===== src/rtl/lcd_init_sequencer.sv =====
// Power-on initialisation, configuration and user write sequencer for the Spartan-3E character LCD.
// Define LCD_CLEAR_ON_INIT_EN to append a clear-display command (and its extra wait) to the config bytes.
module lcd_init_sequencer #(
    parameter int T_POWERON = 750000,
    parameter int T_INIT1   = 205000,
    parameter int T_INIT2   = 5000,
    parameter int T_INIT3   = 2000,
    parameter int T_SETUP   = 2,
    parameter int T_E       = 12,
    parameter int CMD_WAIT  = 3200,
    parameter int T_CLEAR   = 82000
) (
    input  logic       clk,
    input  logic       rst,
    input  logic       req,
    input  logic       rs,
    input  logic [7:0] data,
    output logic       ready,
    output logic       init_done,
    output logic       cs_start,
    output logic       cs_rs,
    output logic       cs_rw,
    output logic [7:0] cs_data,
    input  logic       cs_lcd_rs,
    input  logic       cs_lcd_rw,
    input  logic       cs_lcd_e,
    input  logic [3:0] cs_sf_d,
    output logic       lcd_rs,
    output logic       lcd_rw,
    output logic       lcd_e,
    output logic [3:0] sf_d
);

`ifdef LCD_CLEAR_ON_INIT_EN
    localparam logic [1:0] LAST_CFG = 2'd3;
`else
    localparam logic [1:0] LAST_CFG = 2'd2;
`endif

    typedef enum logic [3:0] {
        S_PWR, S_NIB_SETUP, S_NIB_E, S_NIB_WAIT, S_CFG_START, S_CFG_WAIT,
`ifdef LCD_CLEAR_ON_INIT_EN
        S_CLR_WAIT,
`endif
        S_IDLE, S_USER_WAIT
    } state_t;

    state_t      state_q;
    logic [19:0] cnt_q;
    logic [1:0]  idx_q;
    logic [1:0]  cidx_q;
    logic [3:0]  nib_q;
    logic        e_q;
    logic        ready_q;
    logic        done_q;
    logic        start_q;
    logic        rs_q;
    logic [7:0]  data_q;
    logic [19:0] limit;
    logic        cnt_done;

    function automatic logic [3:0] nib_val(input logic [1:0] i);
        return (i == 2'd3) ? 4'h2 : 4'h3;
    endfunction

    function automatic logic [19:0] nib_wait(input logic [1:0] i);
        case (i)
            2'd0:    return 20'(T_INIT1);
            2'd1:    return 20'(T_INIT2);
            default: return 20'(T_INIT3);
        endcase
    endfunction

    function automatic logic [7:0] cfg_val(input logic [1:0] i);
        case (i)
            2'd0:    return 8'h28;
            2'd1:    return 8'h06;
            2'd2:    return 8'h0C;
            default: return 8'h01;
        endcase
    endfunction

    // The start-pulse cycle counts toward CMD_WAIT, so CFG_WAIT covers one cycle less.
    always_comb begin
        limit = 20'd1;
        case (state_q)
            S_PWR:       limit = 20'(T_POWERON);
            S_NIB_SETUP: limit = 20'(T_SETUP);
            S_NIB_E:     limit = 20'(T_E);
            S_NIB_WAIT:  limit = nib_wait(idx_q);
            S_CFG_WAIT:  limit = 20'(CMD_WAIT - 1);
`ifdef LCD_CLEAR_ON_INIT_EN
            S_CLR_WAIT:  limit = 20'(T_CLEAR);
`endif
            S_USER_WAIT: limit = 20'(CMD_WAIT);
            default:     limit = 20'd1;
        endcase
    end

    assign cnt_done = (cnt_q == limit - 20'd1);

    always_ff @(posedge clk) begin
        if (rst) begin
            state_q <= S_PWR;
            cnt_q   <= '0;
            idx_q   <= '0;
            cidx_q  <= '0;
            nib_q   <= '0;
            e_q     <= 1'b0;
            ready_q <= 1'b0;
            done_q  <= 1'b0;
            start_q <= 1'b0;
            rs_q    <= 1'b0;
            data_q  <= '0;
        end else begin
            start_q <= 1'b0;
            cnt_q   <= cnt_q + 20'd1;
            case (state_q)
                S_PWR: if (cnt_done) begin
                    state_q <= S_NIB_SETUP;
                    cnt_q   <= '0;
                    idx_q   <= '0;
                    nib_q   <= nib_val(2'd0);
                end
                S_NIB_SETUP: if (cnt_done) begin
                    state_q <= S_NIB_E;
                    cnt_q   <= '0;
                    e_q     <= 1'b1;
                end
                S_NIB_E: if (cnt_done) begin
                    state_q <= S_NIB_WAIT;
                    cnt_q   <= '0;
                    e_q     <= 1'b0;
                end
                S_NIB_WAIT: if (cnt_done) begin
                    cnt_q <= '0;
                    if (idx_q == 2'd3) begin
                        state_q <= S_CFG_START;
                        cidx_q  <= '0;
                        start_q <= 1'b1;
                        rs_q    <= 1'b0;
                        data_q  <= cfg_val(2'd0);
                    end else begin
                        state_q <= S_NIB_SETUP;
                        idx_q   <= idx_q + 2'd1;
                        nib_q   <= nib_val(idx_q + 2'd1);
                    end
                end
                S_CFG_START: begin
                    state_q <= S_CFG_WAIT;
                    cnt_q   <= '0;
                end
                S_CFG_WAIT: if (cnt_done) begin
                    cnt_q <= '0;
                    if (cidx_q == LAST_CFG) begin
`ifdef LCD_CLEAR_ON_INIT_EN
                        state_q <= S_CLR_WAIT;
`else
                        state_q <= S_IDLE;
                        ready_q <= 1'b1;
                        done_q  <= 1'b1;
`endif
                    end else begin
                        state_q <= S_CFG_START;
                        cidx_q  <= cidx_q + 2'd1;
                        start_q <= 1'b1;
                        data_q  <= cfg_val(cidx_q + 2'd1);
                    end
                end
`ifdef LCD_CLEAR_ON_INIT_EN
                S_CLR_WAIT: if (cnt_done) begin
                    state_q <= S_IDLE;
                    cnt_q   <= '0;
                    ready_q <= 1'b1;
                    done_q  <= 1'b1;
                end
`endif
                S_IDLE: begin
                    cnt_q <= '0;
                    if (req && ready_q) begin
                        state_q <= S_USER_WAIT;
                        ready_q <= 1'b0;
                        start_q <= 1'b1;
                        rs_q    <= rs;
                        data_q  <= data;
                    end
                end
                S_USER_WAIT: if (cnt_done) begin
                    state_q <= S_IDLE;
                    cnt_q   <= '0;
                    ready_q <= 1'b1;
                end
                default: begin
                    state_q <= S_PWR;
                    cnt_q   <= '0;
                end
            endcase
        end
    end

    // The bus belongs to the nibble driver only until the first config byte.
    always_comb begin
        lcd_rs = cs_lcd_rs;
        lcd_rw = cs_lcd_rw;
        lcd_e  = cs_lcd_e;
        sf_d   = cs_sf_d;
        if (state_q == S_PWR || state_q == S_NIB_SETUP ||
            state_q == S_NIB_E || state_q == S_NIB_WAIT) begin
            lcd_rs = 1'b0;
            lcd_rw = 1'b0;
            lcd_e  = e_q;
            sf_d   = nib_q;
        end
    end

    assign ready     = ready_q;
    assign init_done = done_q;
    assign cs_start  = start_q;
    assign cs_rs     = rs_q;
    assign cs_rw     = 1'b0;
    assign cs_data   = data_q;

endmodule


===== config.mk =====
export PLATFORM = sky130hd
export DESIGN_NAME = lcd_init_sequencer
export DESIGN_NICKNAME = d
export VERILOG_FILES = /design/src/rtl/lcd_init_sequencer.sv
export SDC_FILE = /design/constraint.sdc
export NUM_CORES = 1
export LEC_CHECK = 0
export CAP_MARGIN = 20
export CORE_MARGIN = 2
export CORE_UTILIZATION = 51
export CTS_BUF_LIST = sky130_fd_sc_hd__clkbuf_16
export DETAILED_ROUTE_END_ITERATION = 10
export PLACE_DENSITY = 0.76
export SETUP_SLACK_MARGIN = 0.4
export SYNTH_ARGS = -nofsm -noshare
export SYNTH_HDL_FRONTEND = slang
export SYNTH_SLANG_ARGS = --single-unit

===== constraint.sdc =====
create_clock -name clk -period 3.67 [get_ports clk]
set_input_delay 0.734 -clock clk [delete_from_list [all_inputs] [get_ports clk]]
set_output_delay 0.734 -clock clk [all_outputs]
set_load 0.01 [all_outputs]

==> results of run 1 <==
final cells by class:
type	count	area, sq um
fill	482	1920
inverter	13	48.8
timing repair buffer	40	393
multi-input combinational	242	1650
clock buffer	5	125
sequential	42	841
tap	70	87.6
clock inverter	3	12.5
power by group through the flow:
stage	Sequential, mW	Combinational [mW]	Clock, mW
final	0.465	0.0425	0.418
after global routing	0.466	0.0479	0.444
after CTS	0.465	0.0429	0.427
after detailed placement	0.475	0.0427	0
after global placement	0.475	0.0418	0
after floorplan	0.472	0.0221	0
worst reg2reg max path, delay by kind of cell, from the launching register on:
kind             cells  cell delay [ns]
AO/OA/AOI/OAI        4             0.97
AND/OR/NAND/NOR      3             1.02
flip-flops           1             0.83
registers in the layout, indices dropped and copies added, names as in the netlist, 2 cells and up:
signal	cells
cs_data	8
idx_q	2
cidx_q	2
nib_q	2
cnt_q	20
state_q	3
worst min path at each step:
stage | start | endpoint | depth (start not counted)
5_1_grt | nib_q[0] | nib_q[0] | 2
3_5_place_dp | nib_q[0] | nib_q[0] | 2
4_1_cts | nib_q[0] | nib_q[0] | 2
6_report | nib_q[0] | nib_q[0] | 2
3_3_place_gp | nib_q[0] | nib_q[0] | 2
2_1_floorplan | nib_q[0] | nib_q[0] | 2
metal layers:
metal / up-vias / global-route usage (%) / routed length, um
li1: 1170 / - / -
met1: 1110 / 27.7 / 2710
met2: 56 / 37.5 / 2960
met3: 7 / 4.50 / 273
met4: 0 / 7.64 / 75
met5: - / 0 / 0
cell families after synthesis:
family / count (synthesis) / synth area share [%]
multiplexers: 6 / 2.50
AND/OR/NAND/NOR: 140 / 30.2
other: 1 / 0.141
AO/OA/AOI/OAI: 62 / 16.7
flip-flops: 42 / 31.7
XOR/XNOR: 22 / 7.26
buffers and inverters: 37 / 6.32
adder cells (fa/ha/maj): 11 / 5.19
cells in the mapped netlist (9+ instances only):
library cell / n
nand3_1: 14
xor2_1: 11
nor3_1: 12
a21oi_1: 10
inv_1: 12
xnor2_1: 11
nor2_1: 41
dfxtp_1: 42
ha_1: 11
clkbuf_1: 10
o21ai_0: 9
nand2_1: 20
repair_timing:
| item | CTS | global route |
|---|---|---|
| gates resized for setup | 0 | 1 |
| endpoints found under the setup margin | 0 | 20 |
| setup buffers | 0 | 0 |
| endpoints found under the hold margin | 0 | 0 |
per-stage QoR:
stage                     hold slack [ns]  cells  total power [mW]  worst slack (ns)  util, %
after floorplan                     0.423    321             0.494              1.32        -
after global placement              0.439    407             0.517             0.643     59.4
after detailed placement            0.443    407             0.518             0.529     59.4
after CTS                           0.450    415             0.935             0.511     62.1
after global routing                0.506    415             0.958             0.488     62.1
final                               0.447    415             0.926             0.722     62.1
==> flow_summary.ini, run 1 <==
[setup_path]
endpoint_kind = register
cp_num_cells = 7
critPathKind = reg2reg
crit_start = state_q[0]
regToRegSetupSlack_ns = 0.72
crit_family = simple AND/OR/NAND/NOR gates
slowest_stage = dfxtp_1
worstPathArrival_ns = 3.10
cp-endpoint = cnt_q[15]
timing.rr.end = cnt_q[15]
worstSetupStartpointType = register
required_ns = 3.83
rr_worst_depth = 7
crit_chain = or4b_1, o32a_1, a32oi_2, o211ai_4, nor3_4, a211o_2, nor2_1
rr_startpoint = state_q[0]
critPathBufInv = 0
max_stage_delay_ns = 0.83
worstPathMaxFanout = 25

[sta]
fmax_mhz = 339
clock-skew-final_ns = 0.00551
min_period_over_period_pct = 80.3
fin_tns_setup_ns = 0
setup_viol = 0
slew_headroom_pct = 47.5
finalHoldViolCount = 0
fin_crit_ns = 2.95
rsz0062_at_grt = no
tightest_slew_ns = 0.786
slew_viol_final = 0

[clocking]
cts_sinks = 42
cts_tree = yes
clk_pin_slew_worst_paths_ns = 0.06
cts_max_path_buffers = 2
ctsHoldBuffers = 0
cts_htree_levels = 2
cts_buffers = 5
clockRootBuffer = clkbuf_16
clk_latency_ns = 0.28

[power_and_ir_drop]
netSwitchingFraction_pct = 21.2
vdd_ir_drop_max_uv = 217
leakage_nw = 1.11
p_switching_mw = 0.197
p_int_mw = 0.730
share_comb_of_total_power_pct = 4.6
p_clk_share_pct = 45.2
power_frac_seq_pct = 50.2
p_per_area_nw_per_um2 = 294

[grt]
grt_pass1_wl_um = 10600
grt_start_max_net_pins = 28
antenna_found_initial = 0
grt_pass1_vias = 2266
grtUsageTotal_pct = 22.0
gr-total-overflow = 0

[drt]
vias_per_cell = 5.65
totalWireLength_um = 6020
wl_per_cell_um = 14.5
ant_nets = 0
vias = 2343
firstDrtPassIters = 4
drtIter0Drc = 148
drc_errors = 0

[logic_synthesis]
mappedNetlistArea_sq_um = 2650
syn-num-nets = 351
syn_area_per_cell_sq_um = 8.26
seq_area_frac_synth_pct = 31.7
yosys_register_bits = 42
synthTopCellsByArea = dfxtp_1 32%, nor2_1 5.8%, ha_1 5.2%
netlist_instances = 321
synth_top_area_cell = dfxtp_1
synth_edf_count = 0
yosysUniqueCellTypes = 64
synth_flop_cell = dfxtp_1
async_flop_share_pct = 0
synth_top_area_share_pct = 31.7
ys.warnings.count = 0

[outcome]
outcome = finished clean

[job]
drv_cap = 0

[floorplanning]
num_rows = 26
dieArea_sq_um = 5790
die_y_um = 76.1
start_util_pct = 52.3
io_pins = 39
die_w_um = 76.1
core_area_sq_um = 5070

[finish]
finalInstanceArea_sq_um = 3150
layout_commonest_cell = dfxtp_1
layout_common_cells = 42 x dfxtp_1, 41 x nor2_1, 37 x clkdlybuf4s50_1
diodes = 0
fin_nets = 374
area_growth_pct = 18.9
drive_gt1_share_pct = 9.28

[placed_design]
numPortBuffers = 37
dpl_cell_area_sq_um = 3010
gp_routability_congestion = 0.830
dp_hpwl_um = 4270

[worst_hold_path]
min_path_type = reg2reg
(Power assumes the default switching activity.)
==> inputs of run 2 (changes only) <==
==> constraint.sdc (replaced) <==
create_clock -name clk -period 3.07 [get_ports clk]
set_input_delay 0.614 -clock clk [delete_from_list [all_inputs] [get_ports clk]]
set_output_delay 0.614 -clock clk [all_outputs]
set_load 0.01 [all_outputs]
==> run 2 against run 1 <==
Critical path depth grew 2. Sequential cell count is the same. Cell area grew 4.7%. Critical endpoint is now cs_data[7].
==> flow_summary.ini, run 2 (synthesized netlist as in run 1, its figures left out) <==
[setup_path]
rr_startpoint = state_q[0]
rr_worst_depth = 9
worstPathArrival_ns = 2.74
max_stage_delay_ns = 0.62
regToRegSetupSlack_ns = 0.54
crit_start = state_q[0]
timing.rr.end = cs_data[7]
critPathKind = reg2reg
slowest_stage = or4b_2
required_ns = 3.29
worstPathMaxFanout = 14
worstSetupStartpointType = register
endpoint_kind = register
crit_chain = buf_4, or3_1, o311ai_0, o31ai_1, o211ai_1, nor4_4, buf_6, or4b_2, o21ai_1
cp-endpoint = cs_data[7]

[sta]
tightest_slew_ns = 0.540
rsz0062_at_grt = no
setup_viol = 0
fmax_mhz = 395
finalHoldViolCount = 0
fin_crit_ns = 2.53
fin_tns_setup_ns = 0
min_period_over_period_pct = 82.4
slew_viol_final = 0
clock-skew-final_ns = 0.00943
whs_ns = 0.468
slew_headroom_pct = 64.0

[drt]
vias = 2370
totalWireLength_um = 6240
ant_nets = 0
vias_per_cell = 5.54
drtIter0Drc = 178
wl_per_cell_um = 14.6
drc_errors = 0
firstDrtPassIters = 4

[clocking]
clockRootBuffer = clkbuf_16
cts_max_path_buffers = 2
cts_tree = yes
cts_htree_levels = 2
clk_pin_slew_worst_paths_ns = 0.06
ctsHoldBuffers = 0
cts_buffers = 5
clk_latency_ns = 0.28
cts_sinks = 42

[power_and_ir_drop]
vdd_ir_drop_max_uv = 288
leakage_nw = 1.19
p_per_area_nw_per_um2 = 338

[finish]
layout_commonest_cell = nor2_1
diodes = 0
largest_register = cnt_q
area_growth_pct = 24.5
fin_nets = 387
layout_common_cells = 41 x nor2_1, 37 x dfxtp_1, 37 x clkdlybuf4s50_1
largest_reg_flops = 20
drive_gt1_share_pct = 15.6

[floorplanning]
die_w_um = 76.1
core_area_sq_um = 5070
dieArea_sq_um = 5790
num_rows = 26
io_pins = 39
die_y_um = 76.1
start_util_pct = 52.3

[placed_design]
dp_hpwl_um = 4460
numPortBuffers = 37
gp_routability_congestion = 0.909

[grt]
antenna_found_initial = 0
grt_start_max_net_pins = 28
grt_pass1_vias = 2257
grtUsageTotal_pct = 22.1
grt_pass1_wl_um = 10600
gr-total-overflow = 0

[worst_hold_path]
min_path_type = reg2reg

[job]
drv_cap = 0

[outcome]
outcome = finished clean
[run 2: worst min path at each step]
| stage | startpoint | slack, ns | to | cells after the start |
|---|---|---|---|---|
| final | nib_q[1] | 0.47 | nib_q[1] | 2 |
| after global routing | nib_q[0] | 0.50 | nib_q[0] | 2 |
| after CTS | nib_q[1] | 0.47 | nib_q[1] | 2 |
| after detailed placement | nib_q[1] | 0.45 | nib_q[1] | 2 |
| after global placement | nib_q[0] | 0.48 | nib_q[0] | 2 |
| after floorplan | nib_q[0] | 0.42 | nib_q[0] | 2 |
[run 2: what timing repair did]
item | 4_1_cts | 5_1_grt
pin swaps | 2 | 2
setup endpoints to repair | 31 | 34
buffers inserted | 2 | 7
resized for setup | 5 | 11
hold endpoints to repair | 0 | 0
[run 2: layout make-up]
type,count,area (sq um)
repair buffers,53,498
well taps,70,87.6
flip-flops and latches,42,852
multi-input cells,242,1670
clock inverters,3,17.5
fillers,448,1770
inverters,13,52.6
clock buffers,5,125
[run 2: worst max-delay path: cells and delay by family (launching register included)]
kind / cells / cell delay [ns]
buffers and inverters: 2 / 0.35
DFF: 1 / 0.39
and+or+nand+nor: 3 / 1.11
AOI/OAI and AO/OA: 4 / 0.59
[run 2: per-layer routing]
metal  track usage [%]  wire, um
met2              36.3      2940
met4              8.55        74
met3              4.98       295
met5                 0         0
met1              28.5      2930
[run 2: stage by stage]
step | total power [mW] | utilization [%] | instance area, sq um | setup slack, ns | instances
2_1_floorplan | 0.590 | - | 2650 | 0.716 | 321
3_3_place_gp | 0.618 | 60.0 | 3040 | 0.254 | 411
3_5_place_dp | 0.619 | 60.0 | 3040 | 0.194 | 411
5_1_grt | 1.16 | 65.1 | 3300 | 0.406 | 428
6_report | 1.12 | 65.1 | 3300 | 0.542 | 428
4_1_cts | 1.13 | 63.4 | 3220 | 0.406 | 421
[run 2: power by group]
part | internal, mW | switching, mW | total [mW]
Combinational | 0.0311 | 0.0217 | 0.0528
Sequential | 0.547 | 0.00762 | 0.554
Clock | 0.298 | 0.211 | 0.509
Total | 0.876 | 0.240 | 1.12
==> inputs of run 3 (changes only) <==
==> constraint.sdc (replaced) <==
create_clock -name clk -period 2.6 [get_ports clk]
set_input_delay 0.52 -clock clk [delete_from_list [all_inputs] [get_ports clk]]
set_output_delay 0.52 -clock clk [all_outputs]
set_load 0.01 [all_outputs]
==> run 3 against run 2 <==
Cell count is 5.8% higher. Via count is 6.9% higher. Highest routed layer unchanged. Largest cell class unchanged. Clock skew is 0.0056 ns lower. Worst hold slack hardly changed. Sequential share of layout area is 2.9 points lower.
==> flow_summary.ini, run 3 (synthesized netlist as in run 1, its figures left out) <==
[outcome]
outcome = finished clean

[sta]
finalHoldViolCount = 0
rsz0062_at_grt = yes
fin_crit_ns = 2.42
slew_headroom_pct = 58.0
fin_tns_setup_ns = 0
fmax_mhz = 414
slew_viol_final = 0
min_period_over_period_pct = 93.0
clock-skew-final_ns = 0.00382
setup_viol = 0
tightest_slew_ns = 0.630

[drt]
ant_nets = 0
drtIter0Drc = 149
firstDrtPassIters = 4
vias_per_cell = 5.59
drc_errors = 0
totalWireLength_um = 6980
vias = 2533
wl_per_cell_um = 15.4

[setup_path]
crit_start = state_q[1]
endpoint_kind = register
critPathKind = reg2reg
worstPathMaxFanout = 15
worstSetupStartpointType = register
worstPathArrival_ns = 2.59
required_ns = 2.77
rr_startpoint = state_q[1]

[clocking]
cts_buffers = 5
clockRootBuffer = clkbuf_16
clk_latency_ns = 0.28
cts_sinks = 42
clk_pin_slew_worst_paths_ns = 0.06
cts_tree = yes
cts_htree_levels = 2
cts_max_path_buffers = 2

[placed_design]
numPortBuffers = 37
dp_hpwl_um = 4480
place_inst = 423
gp_routability_congestion = 0.925

[worst_hold_path]
min_path_type = reg2reg
hp-start = nib_q[0]

[finish]
fin_util_pct = 73.8
diodes = 0
layout_commonest_cell = nor2_1
fillCellCount = 376
fin_nets = 412
layout_common_cells = 38 x nor2_1, 37 x dfxtp_1, 33 x clkdlybuf4s50_1
stdcell_count = 453
drive_gt1_share_pct = 25.6
largest_register = cnt_q
area_growth_pct = 41.2
largest_reg_flops = 20

[power_and_ir_drop]
p_per_area_nw_per_um2 = 357
finalPower_mw = 1.34
vdd_ir_drop_max_uv = 226
leakage_nw = 1.45

[grt]
grt_pass1_vias = 2347
antenna_found_initial = 0
gr-total-overflow = 0
grt_start_max_net_pins = 21
grt_pass1_wl_um = 11000
grtUsageTotal_pct = 22.8

[floorplanning]
core_area_sq_um = 5070
start_util_pct = 52.3
num_rows = 26
die_w_um = 76.1
dieArea_sq_um = 5790
die_y_um = 76.1
io_pins = 39

[job]
drv_cap = 0
==> run 3: layout make-up <==
cell class	count	area, sq um	area share (%)
flip-flops and latches	42	857	22.9
repair buffers	78	826	22.0
clock inverters	3	11.3	0.301
clock buffers	5	125	3.34
inverters	13	56.3	1.50
well taps	70	87.6	2.34
multi-input cells	242	1780	47.6
==> run 3: report_power, final <==
part | switching, mW | internal, mW | total [mW]
Combinational | 0.0362 | 0.0546 | 0.0908
Sequential | 0.00711 | 0.643 | 0.651
Clock | 0.251 | 0.346 | 0.597
==> run 3: stage by stage <==
stage,instance area [sq um],worst slack (ns),hold slack [ns]
3_3_place_gp,3170,0.122,0.445
6_report,3750,0.183,0.468
5_1_grt,3750,0.123,0.488
2_1_floorplan,2670,0.313,0.423
3_5_place_dp,3170,0.0948,0.449
4_1_cts,3560,0.241,0.472
==> run 3: final timing paths <==
check               endpoint  cells past startpoint  slack [ns]
hold reg to reg     nib_q[0]                      2        0.47
hold / removal      nib_q[0]                      2        0.47
setup / recovery  cs_data[1]                     11        0.18
setup reg to reg  cs_data[1]                     11        0.18
==> run 3: worst max-delay path, stage by stage, from the launching register on <==
cell      delay [ns]
dfxtp_2         0.34
buf_6           0.15
and2_1          0.19
a21oi_2         0.09
o31ai_1         0.32
o211ai_1        0.26
nor4_4          0.36
buf_12          0.16
buf_8           0.11
buf_12          0.10
o21ai_2         0.04
nor3b_2         0.17
==> run 3: repair_timing <==
action	4_1_cts	5_1_grt
pin swaps	25	17
resized for setup	35	25
buffers inserted	12	6
gates cloned	1	3
hold buffers	0	0
setup endpoints to repair	49	46
==> run 3: layer usage <==
layer | global-route usage, % | vias to the layer above | share of wire (%)
li1 | - | 1247 | -
met1 | 28.8 | 1180 | 44
met2 | 39.3 | 92 | 48
met3 | 5.21 | 14 | 6.0
met4 | 5.82 | 0 | 2.1
met5 | 0 | - | 0
